### src/rtl/branch_redirect_ctrl.sv
// Branch redirect controller: compares resolved control transfers with the
// fetch-time prediction, issues a registered redirect and squashes IF/ID.
module branch_redirect_ctrl #(
    parameter int FLUSH_CYCLES = 2,
    parameter int CNT_W        = 32
) (
    input  logic             clk,
    input  logic             reset,
    input  logic             ex_valid_i,
    input  logic             ex_is_branch_i,
    input  logic             ex_is_jump_i,
    input  logic             ex_pred_taken_i,
    input  logic             branch_taken_i,
    input  logic [31:0]      ex_pc_i,
    input  logic [31:0]      ex_target_i,
    input  logic             stall_i,
    output logic             redirect_valid_o,
    output logic [31:0]      redirect_pc_o,
    output logic             flush_if_o,
    output logic             flush_id_o,
    output logic             busy_o,
    output logic [CNT_W-1:0] branch_cnt_o,
    output logic [CNT_W-1:0] mispredict_cnt_o
);

    typedef enum logic [1:0] {
        IDLE     = 2'd0,
        REDIRECT = 2'd1,
        FLUSH    = 2'd2
    } state_t;

    localparam logic [2:0]       FC_LOAD = 3'(FLUSH_CYCLES - 1);
    localparam logic [CNT_W-1:0] CNT_MAX = '1;

    state_t           state_q, state_d;
    logic [2:0]       fcnt_q, fcnt_d;
    logic [31:0]      redirect_pc_q, redirect_pc_d;
    logic             redirect_valid_q, redirect_valid_d;
    logic             flush_q, flush_d;
    logic             busy_q, busy_d;
    logic [CNT_W-1:0] branch_cnt_q, branch_cnt_d;
    logic [CNT_W-1:0] mispredict_cnt_q, mispredict_cnt_d;

    logic resolve;
    logic actual_taken;
    logic mispredict;

    // Resolve qualification; jump overrides the branch condition.
    always_comb begin
        actual_taken = ex_is_jump_i | (ex_is_branch_i & branch_taken_i);
        mispredict   = actual_taken != ex_pred_taken_i;
        resolve      = ex_valid_i & (ex_is_branch_i | ex_is_jump_i)
                     & ~stall_i & (state_q == IDLE);
    end

    // Next-state logic; outputs are derived from the next state so they
    // come straight out of flops.
    always_comb begin
        state_d       = state_q;
        fcnt_d        = fcnt_q;
        redirect_pc_d = redirect_pc_q;
        unique case (state_q)
            IDLE: begin
                if (resolve && mispredict) begin
                    state_d       = REDIRECT;
                    fcnt_d        = FC_LOAD;
                    redirect_pc_d = actual_taken ? ex_target_i
                                                 : ex_pc_i + 32'd4;
                end
            end
            REDIRECT: begin
                if (!stall_i) begin
                    state_d = (fcnt_q != 3'd0) ? FLUSH : IDLE;
                end
            end
            FLUSH: begin
                if (!stall_i) begin
                    if (fcnt_q <= 3'd1) begin
                        state_d = IDLE;
                        fcnt_d  = 3'd0;
                    end else begin
                        fcnt_d = fcnt_q - 3'd1;
                    end
                end
            end
            default: begin
                state_d = IDLE;
                fcnt_d  = 3'd0;
            end
        endcase
        redirect_valid_d = (state_d == REDIRECT);
        flush_d          = (state_d != IDLE);
        busy_d           = (state_d != IDLE);
    end

    // Saturating performance counters.
    always_comb begin
        branch_cnt_d     = branch_cnt_q;
        mispredict_cnt_d = mispredict_cnt_q;
        if (resolve && branch_cnt_q != CNT_MAX) begin
            branch_cnt_d = branch_cnt_q + 1'b1;
        end
        if (resolve && mispredict && mispredict_cnt_q != CNT_MAX) begin
            mispredict_cnt_d = mispredict_cnt_q + 1'b1;
        end
    end

    // State and output registers with synchronous reset.
    always_ff @(posedge clk) begin
        if (reset) begin
            state_q          <= IDLE;
            fcnt_q           <= 3'd0;
            redirect_pc_q    <= 32'd0;
            redirect_valid_q <= 1'b0;
            flush_q          <= 1'b0;
            busy_q           <= 1'b0;
            branch_cnt_q     <= '0;
            mispredict_cnt_q <= '0;
        end else begin
            state_q          <= state_d;
            fcnt_q           <= fcnt_d;
            redirect_pc_q    <= redirect_pc_d;
            redirect_valid_q <= redirect_valid_d;
            flush_q          <= flush_d;
            busy_q           <= busy_d;
            branch_cnt_q     <= branch_cnt_d;
            mispredict_cnt_q <= mispredict_cnt_d;
        end
    end

    assign redirect_valid_o = redirect_valid_q;
    assign redirect_pc_o    = redirect_pc_q;
    assign flush_if_o       = flush_q;
    assign flush_id_o       = flush_q;
    assign busy_o           = busy_q;
    assign branch_cnt_o     = branch_cnt_q;
    assign mispredict_cnt_o = mispredict_cnt_q;

endmodule

### config.mk
export PLATFORM = sky130hd
export DESIGN_NAME = branch_redirect_ctrl
export DESIGN_NICKNAME = d
export VERILOG_FILES = /design/src/rtl/branch_redirect_ctrl.sv
export SDC_FILE = /design/constraint.sdc
export NUM_CORES = 1
export LEC_CHECK = 0
export BUFFER_PORTS_ARGS = -buffer_cell sky130_fd_sc_hd__buf_2
export CAP_MARGIN = 20
export CORE_ASPECT_RATIO = 0.75
export CORE_MARGIN = 2
export CORE_UTILIZATION = 40
export DETAILED_ROUTE_END_ITERATION = 6
export GPL_ROUTABILITY_DRIVEN = 0
export RECOVER_POWER = 25
export SLEW_MARGIN = 0
export SYNTH_ARGS = -nofsm -noshare
export SYNTH_HDL_FRONTEND = slang
export SYNTH_SLANG_ARGS = --single-unit
### constraint.sdc
create_clock -name clk -period 2.9 [get_ports clk]
set_clock_uncertainty 0.2 [all_clocks]
set_input_delay 0.435 -clock clk [delete_from_list [all_inputs] [get_ports clk]]
set_output_delay 0.435 -clock clk [all_outputs]
set_load 0.005 [all_outputs]
Word level (Yosys, flattened, before mapping)
Index checks and enable logic that the tools add are counted. Widths: inputs -> output; s select.

Muxes and demuxes: 11. Bitwise operators: 8. Multiply operators: 0. Reductions and logical operators: 8. Magnitude comparators: 1. Divide/modulo/power cells: 0. Equal/unequal tests: 8. $add $sub $neg: 4. Shift operators: 0.

Operator list (count): $add 32x1->32 const B (2); $ne 32x32->1 const B (2); $add 32x3->32 const B (1); $mux 32 (1); $mux 2 (5); $mux 3 (3); $pmux 3 s3 (1); $pmux 2 s3 (1); $and 1x1->1 (4); $eq 2x1->1 const B (2); $le 3x1->1 const B (1); $logic_and 1x1->1 (3); $reduce_and 3->1 (1); $reduce_bool 3->1 (1); $sub 3x1->3 const B (1); $eq 2x2->1 const B (1); $logic_not 2->1 (1); $ne 2x1->1 const B (1); $ne 2x2->1 const B (1); $not 1->1 (2); $or 1x1->1 (2); $reduce_and 2->1 (1); $reduce_bool 2->1 (1); $ne 1x1->1 (1).

Memories kept: 0. Bits in read-only memories: 0. Input bits: 72. RAM bits: 0. Latch bits: 0. Bits in registers: 103. Logic and storage cells: 47. Output and inout port bits: 100.

Longest topological paths before layout
Gate-level depths: netlist (run 1).

Depth after elaboration: 8. Gate-level depth with buffers: 8. Mapped depth without buffers: 7.

Worst setup path before layout (run 1)
OpenSTA, ideal clock, no wires.

Kind: input to register. From: input port stall_i. To: register mispredict_cnt_q[20], in the netlist mispredict_cnt_o[20]. Stages: 8. Arrival time: 2.286 ns. Data required time: 2.630 ns. Path slack: 0.344 ns. Path buffers: 3. Setup time: 0.070 ns. Cells stage by stage: or4b_1 > buf_6 > a211o_1 > buf_6 > a211o_1 > buf_6 > or3_1 > a21oi_1.

Cells in the longest elaborated chain, start to end: 5.

RTL lines: start, declared (RTL line 16) `input logic stall_i,`; $not 1->1 (RTL line 53) `& ~stall_i & (state_q == IDLE);`; $and 1x1->1 (2 in series) (RTL line 53); $logic_and 1x1->1 (2 in series) (RTL line 103) `if (resolve && mispredict && mispredict_cnt_q != CNT_MAX) begin`; end signal, assigned (RTL line 127) `mispredict_cnt_q <= mispredict_cnt_d;`; end, declared (RTL line 42) `logic [CNT_W-1:0] mispredict_cnt_q, mispredict_cnt_d;`.

No other way between the ends. A chain may end at the register's enable or synchronous reset.

Final worst setup path (run 1)
From: register state_q[1]. To: register mispredict_cnt_q[27], in the netlist mispredict_cnt_o[27].

Cells in the longest elaborated chain, start to end: 4.

RTL lines: start, declared (RTL line 35) `state_t state_q, state_d;`; start signal, assigned (RTL line 120) `state_q <= state_d;`; $logic_not 2->1 (RTL line 53); $and 1x1->1 (RTL line 53); $logic_and 1x1->1 (2 in series) (RTL line 103).

No other way between the ends.

==> out/qor.yml, run 1 <==
synthesis:
  synth_edf_count: 0
  ys.flop_type: "dfxtp_1"
  syn-num-nets: 774
  synth_warnings: 0
  synth_common_cells: "dfxtp_1 (103), nor2_1 (63), a21oi_1 (55)"
  ys_ff_latch: 103
  ys_types: 55
  yosysTopAreaCellShare: 0.365
  synth_top_area_cell: "dfxtp_1"
  synth_area_um2: 5650
  synthMostInstantiatedCell: "dfxtp_1"
  synthTopCellsByArea: "dfxtp_1 (37%), a21oi_1 (4.9%), nor2_1 (4.2%)"
  postSynth.asyncResetShare: 0
  ys_seq_area_frac: 0.365
  avgSynthCellArea_um2: 8.11
  postSynthCellCount: 696
pwr:
  leakage_nw: 2.84
  p_sw_frac: 0.234
  power.density_nw_per_um2: 437
  seqPwrFrac: 0.465
  p_sw_w: 0.000728
  internal-power_w: 0.00239
  peakVddDrop_v: 0.000287
  p_clk_frac: 0.447
  combPwrFrac: 0.088
status:
  status: "completed"
routing:
  drt-initial-drc-count: 401
  drt_first_pass_iters: 4
  vias_per_cell: 5.72
  routedWlPerCell_um: 16.3
  ant_nets: 0
  vias: 6035
  wirelength_mm: 17.2
  drc: 0
clock_network:
  clock_sinks: 103
  root_buffer: "clkbuf_16"
  clk_pin_slew_ps: 70
  cts.path.max_buffers: 2
  htree_levels: 3
  cts_buffers: 9
  clk-insertion-delay-late_ps: 350
  post_cts_resized: 0
  post_cts_buffers: 0
  cts_tree: "built"
  holdBufCountCts: 0
hold_path:
  min_from: "ex_pc_i[1]"
  hp-class: "in -> reg"
  holdPathEnd: "redirect_pc_o[1]"
  hold_path_depth: 3
die:
  dieArea_um2: 15100
  ios: 172
  core_area_um2: 13700
  initial_core_util: 0.411
  die_h_um: 107
  rows: 37
  die_x_um: 141
timing:
  final-hold-violation-count: 0
  grt_setup_unrepaired: "false"
  drv_slew: 0
  setup_slack_ps: 184
  fin_crit_sh: 0.937
  finalSetupTns_ps: 0
  slew_headroom: 0.527
  setup_violations: 0
  tightest_slew_ps: 709
  min_period_ps: 2720
  holdWs_ps: 151
  fmax_mhz: 368
grt:
  grt_max_degree: 101
  globalRouteOverflowTotal: 0
  antenna_found_initial: 0
  track_usage: 0.226
  grt_first_pass_wirelength_mm: 27.6
  grt_pass1_vias: 5603
setup_path:
  worstPathArrival_ps: 2800
  cp_slowest_stage_delay_ps: 680
  timing.rr.end: "mispredict_cnt_o[27]"
  critPathLaunchType: "flip-flop"
  cp-end-kind: "flip-flop"
  reg2reg_depth: 6
  rrSetupSlack_ps: 180
  crit_path_max_fanout: 6
  criticalPathCategory: "reg -> reg"
  path_cells: "or4b_1 > buf_4 > a2111oi_4 > o2111ai_1 > or4_1 > a21oi_1"
  crit_slowest_cell: "or4b_1"
  r2r-start: "state_q[1]"
  worstPathRequired_ps: 2980
finish:
  drive_gt1_frac: 0.250
  postLayoutCoreUtil: 0.518
  area_growth_pct: 26.1
  fillers: 1358
  final_nets: 953
  multi_input_area_um2: 3370
  finalNonFillerCells: 1055
  num_antenna_cells: 0
  seq_area_um2: 2060
placed_design:
  dp_slack_ps: -9.56
  port-buffer-count: 171
  place_hpwl_mm: 12.5
  placedCellCount: 1039
job:
  drv_cap: 0
[state kept, by name, indices dropped and copies added (netlist names)]
name / count
mispredict_cnt_o: 32
busy_o: 1
redirect_pc_o: 32
fcnt_q: 3
branch_cnt_o: 32
state_q: 2
redirect_valid_o: 1
[layer usage]
metal  GRT usage  share of wire  vias up
met5           0              0        -
met4      0.0643          0.017        0
met3      0.0612          0.058       22
met2       0.357           0.46      166
met1       0.303           0.47     2875
li1            -              -     2972
[how the worst max path moves through the flow]
stage                     startpoint                    to  slack (ps)
after floorplan              stall_i  mispredict_cnt_o[20]         340
after global placement       stall_i  mispredict_cnt_o[27]          60
after detailed placement     stall_i  mispredict_cnt_o[27]         -10
after CTS                 state_q[1]  mispredict_cnt_o[27]         190
after global routing      state_q[1]  mispredict_cnt_o[27]          40
final                     state_q[1]  mispredict_cnt_o[27]         180
[worst max-delay path, delay by kind of cell (launching register included)]
family	cells	cell delay (ps)
buffers and inverters	1	210
DFF	1	310
and+or+nand+nor	2	1150
AOI/OAI and AO/OA	3	770
[metrics by stage]
step,total power [W],area [um^2]
2_1_floorplan,0.00162,5650
3_3_place_gp,0.00175,6820
3_5_place_dp,0.00176,6820
4_1_cts,0.00315,7160
5_1_grt,0.00324,7120
6_report,0.00312,7120
[cells by family (layout without fill, tap and decap cells)]
family	after synthesis	after routing	synth area share
multiplexers	14	14	0.0264
AND/OR/NAND/NOR	309	309	0.290
AO/OA/AOI/OAI	180	180	0.214
buffers and inverters	51	235	0.0401
flip-flops	103	103	0.365
XOR/XNOR	33	33	0.0512
adder cells (fa/ha/maj)	6	6	0.0133
[power groups by stage]
stage | clock network, W | logic (W) | registers (W)
after floorplan | 0 | 0.000139 | 0.00148
after global placement | 0 | 0.000269 | 0.00148
after detailed placement | 0 | 0.000276 | 0.00148
after CTS | 0.00143 | 0.000277 | 0.00145
after global routing | 0.00149 | 0.000302 | 0.00145
final | 0.00139 | 0.000274 | 0.00145
[layout make-up]
cell class,instances,share of cell area
Multi-Input combinational cell,542,0.473
Timing Repair Buffer,203,0.151
Inverter,16,0.00843
Sequential cell,103,0.289
Clock buffer,10,0.0321
Clock inverter,6,0.0153
Tap cell,175,0.0307
[cells in the final DEF, fill, tap and decap left out, types with 4 or more instances in the layout]
master / Yosys / routed
or2_2: 5 / 5
a31oi_1: 7 / 7
xor2_1: 22 / 22
or3_1: 19 / 19
dfxtp_1: 103 / 103
o21ai_0: 26 / 26
and3_1: 23 / 23
mux2_2: 7 / 7
clkbuf_1: 28 / 28
nor2b_1: 8 / 8
nor4_1: 8 / 7
a211oi_1: 10 / 10
or4_1: 11 / 11
mux2i_1: 7 / 7
xnor2_1: 11 / 11
clkbuf_16: 0 / 9
nand2_1: 54 / 54
nor3_1: 16 / 16
o22ai_1: 7 / 7
buf_2: 1 / 144
inv_1: 16 / 16
o211ai_1: 10 / 10
a211o_1: 5 / 5
and2_1: 9 / 9
o31ai_1: 20 / 20
and4_1: 8 / 8
ha_1: 6 / 6
a21o_1: 4 / 4
a21oi_1: 55 / 54
nand3_1: 40 / 40
nor2_1: 63 / 63
a31o_2: 10 / 10
nand4_1: 34 / 34
buf_4: 3 / 31
Power figures use the tool's default switching activity.
==> run 2: changes to the inputs <==
==> constraint.sdc (replaced) <==
create_clock -name clk -period 2.9 [get_ports clk]
set_clock_uncertainty 0.2 [all_clocks]
set_input_delay 0.145 -clock clk [delete_from_list [all_inputs] [get_ports clk]]
set_output_delay 0.145 -clock clk [all_outputs]
set_load 0.005 [all_outputs]
==> run 2 against run 1 <==
- utilization grew 1.8 points
- worst hold slack lost 130 ps
- clock-buffer cell count up 2
- clock power fell by 17%
- critical path depth is 1 lower
- global-route usage fell by 0.074 points
- die area unchanged
- register-to-register slack about the same
- combinational power is 12% higher
- total power down 6.5%
- critical path type unchanged
- sequential power about the same
- critical endpoint unchanged
- sequential share of layout area down 0.97 points
==> out/qor.yml, run 2 (synthesized netlist as in run 1, its figures left out) <==
timing:
  fin_crit_sh: 0.936
  slew_headroom: 0.418
  final-hold-violation-count: 0
  setup_violations: 0
  finalSetupTns_ps: 0
  grt_setup_unrepaired: "false"
  setup_slack_ps: 186
  tightest_slew_ps: 866
  drv_slew: 0
  min_period_ps: 2710
  fmax_mhz: 368
setup_path:
  rrSetupSlack_ps: 190
  critPathLaunchType: "flip-flop"
  crit_path_max_fanout: 7
  cp-end-kind: "flip-flop"
  worstPathArrival_ps: 2790
  worstPathRequired_ps: 2980
  criticalPathCategory: "reg -> reg"
clock_network:
  htree_levels: 3
  clk-insertion-delay-late_ps: 350
  post_cts_resized: 0
  cts_tree: "built"
  clk_pin_slew_ps: 70
  cts.path.max_buffers: 2
  root_buffer: "clkbuf_16"
  clock_sinks: 103
  cts_buffers: 9
finish:
  final_cell_mix: "buf_2 (140), dfxtp_1 (103), nor2_1 (63), nand2_1 (54), a21oi_1 (54)"
  drive_gt1_frac: 0.232
  num_antenna_cells: 0
  fillers: 1325
  postLayoutCoreUtil: 0.536
  final_nets: 984
  layout_commonest_cell: "buf_2"
  area_growth_pct: 30.5
grt:
  grt_max_degree: 55
  globalRouteOverflowTotal: 0
  grt_pass1_vias: 5606
  antenna_found_initial: 0
  grt_first_pass_wirelength_mm: 27.6
  track_usage: 0.225
routing:
  vias_per_cell: 5.71
  routedWlPerCell_um: 16.0
  drc: 0
  drt_first_pass_iters: 7
  vias: 6196
  ant_nets: 0
  wirelength_mm: 17.4
  drt-initial-drc-count: 374
pwr:
  leakage_nw: 2.92
  peakVddDrop_v: 0.000310
  power.density_nw_per_um2: 395
die:
  die_x_um: 141
  dieArea_um2: 15100
  ios: 172
  core_area_um2: 13700
  initial_core_util: 0.411
  die_h_um: 107
  rows: 37
placed_design:
  port-buffer-count: 171
  place_hpwl_mm: 12.6
  dp_slack_ps: 0.994
job:
  drv_cap: 0
status:
  status: "completed"
hold_path:
  hp-class: "in -> reg"
[run 2: cell count changes in the layout (fill, tap and decap cells not counted), moves of 2 or more]
cell | previous run | this run
dlygate4sd3_1 | 0 | 37
clkbuf_1 | 28 | 32
bufinv_16 | 3 | 0
buf_4 | 31 | 26
clkbuf_8 | 0 | 2
buf_2 | 144 | 140
clkinv_2 | 2 | 4
[run 2: final timing paths]
check	cells past startpoint	start	end
worst min register to register	2	redirect_pc_o[12]	redirect_pc_o[12]
worst max-delay path	5	state_q[1]	mispredict_cnt_o[27]
worst max register to register	5	state_q[1]	mispredict_cnt_o[27]
worst min-delay path	4	ex_target_i[28]	redirect_pc_o[28]
[run 2: per-stage QoR]
stage	std cells	cell area (um^2)	hold slack [ps]	total power, W
floorplan	696	5650	104	0.00162
global placement	1030	6740	227	0.00174
detailed placement	1030	6740	229	0.00175
CTS	1083	7390	0.201	0.00295
global route	1086	7370	22.8	0.00304
finish	1086	7370	19.5	0.00291
[run 2: worst max-delay path, cell delays in order (launching register included)]
cell,delay [ps]
dfxtp_1,320
or4b_1,720
a2111oi_4,460
o2111ai_1,300
or4_1,480
a21oi_1,150
[run 2: what timing repair did]
| action | CTS | global route |
|---|---|---|
| setup endpoints to repair | 0 | 7 |
| setup buffers | 0 | 3 |
| endpoints found under the hold margin | 28 | 0 |
| hold buffers | 37 | 0 |
[run 2: area by class of cell]
cell class                      instances  area, um^2  share of cell area
Inverter                               16        60.1             0.00815
Clock inverter                          4        20.0             0.00272
Tap cell                              175         219              0.0297
Multi-Input combinational cell        542        3370               0.457
Sequential cell                       103        2060               0.280
Timing Repair Buffer                  234        1380               0.188
Clock buffer                           12         256              0.0348
[run 2: routing by layer]
metal  global-route usage  wire length (um)  up-vias  share of wire
met4               0.0807               407        0          0.023
li1                     -                 -     3031              -
met5                    0                 0        -              0
met3               0.0563              1140       36          0.065
met2                0.350              7770      207           0.45
met1                0.303              8110     2922           0.47
[run 2: power breakdown]
group	switching, W	internal (W)	leakage [nW]
logic	0.000170	0.000137	1.94
registers	0.0000136	0.00143	0.832
clock network	0.000535	0.000624	0.142
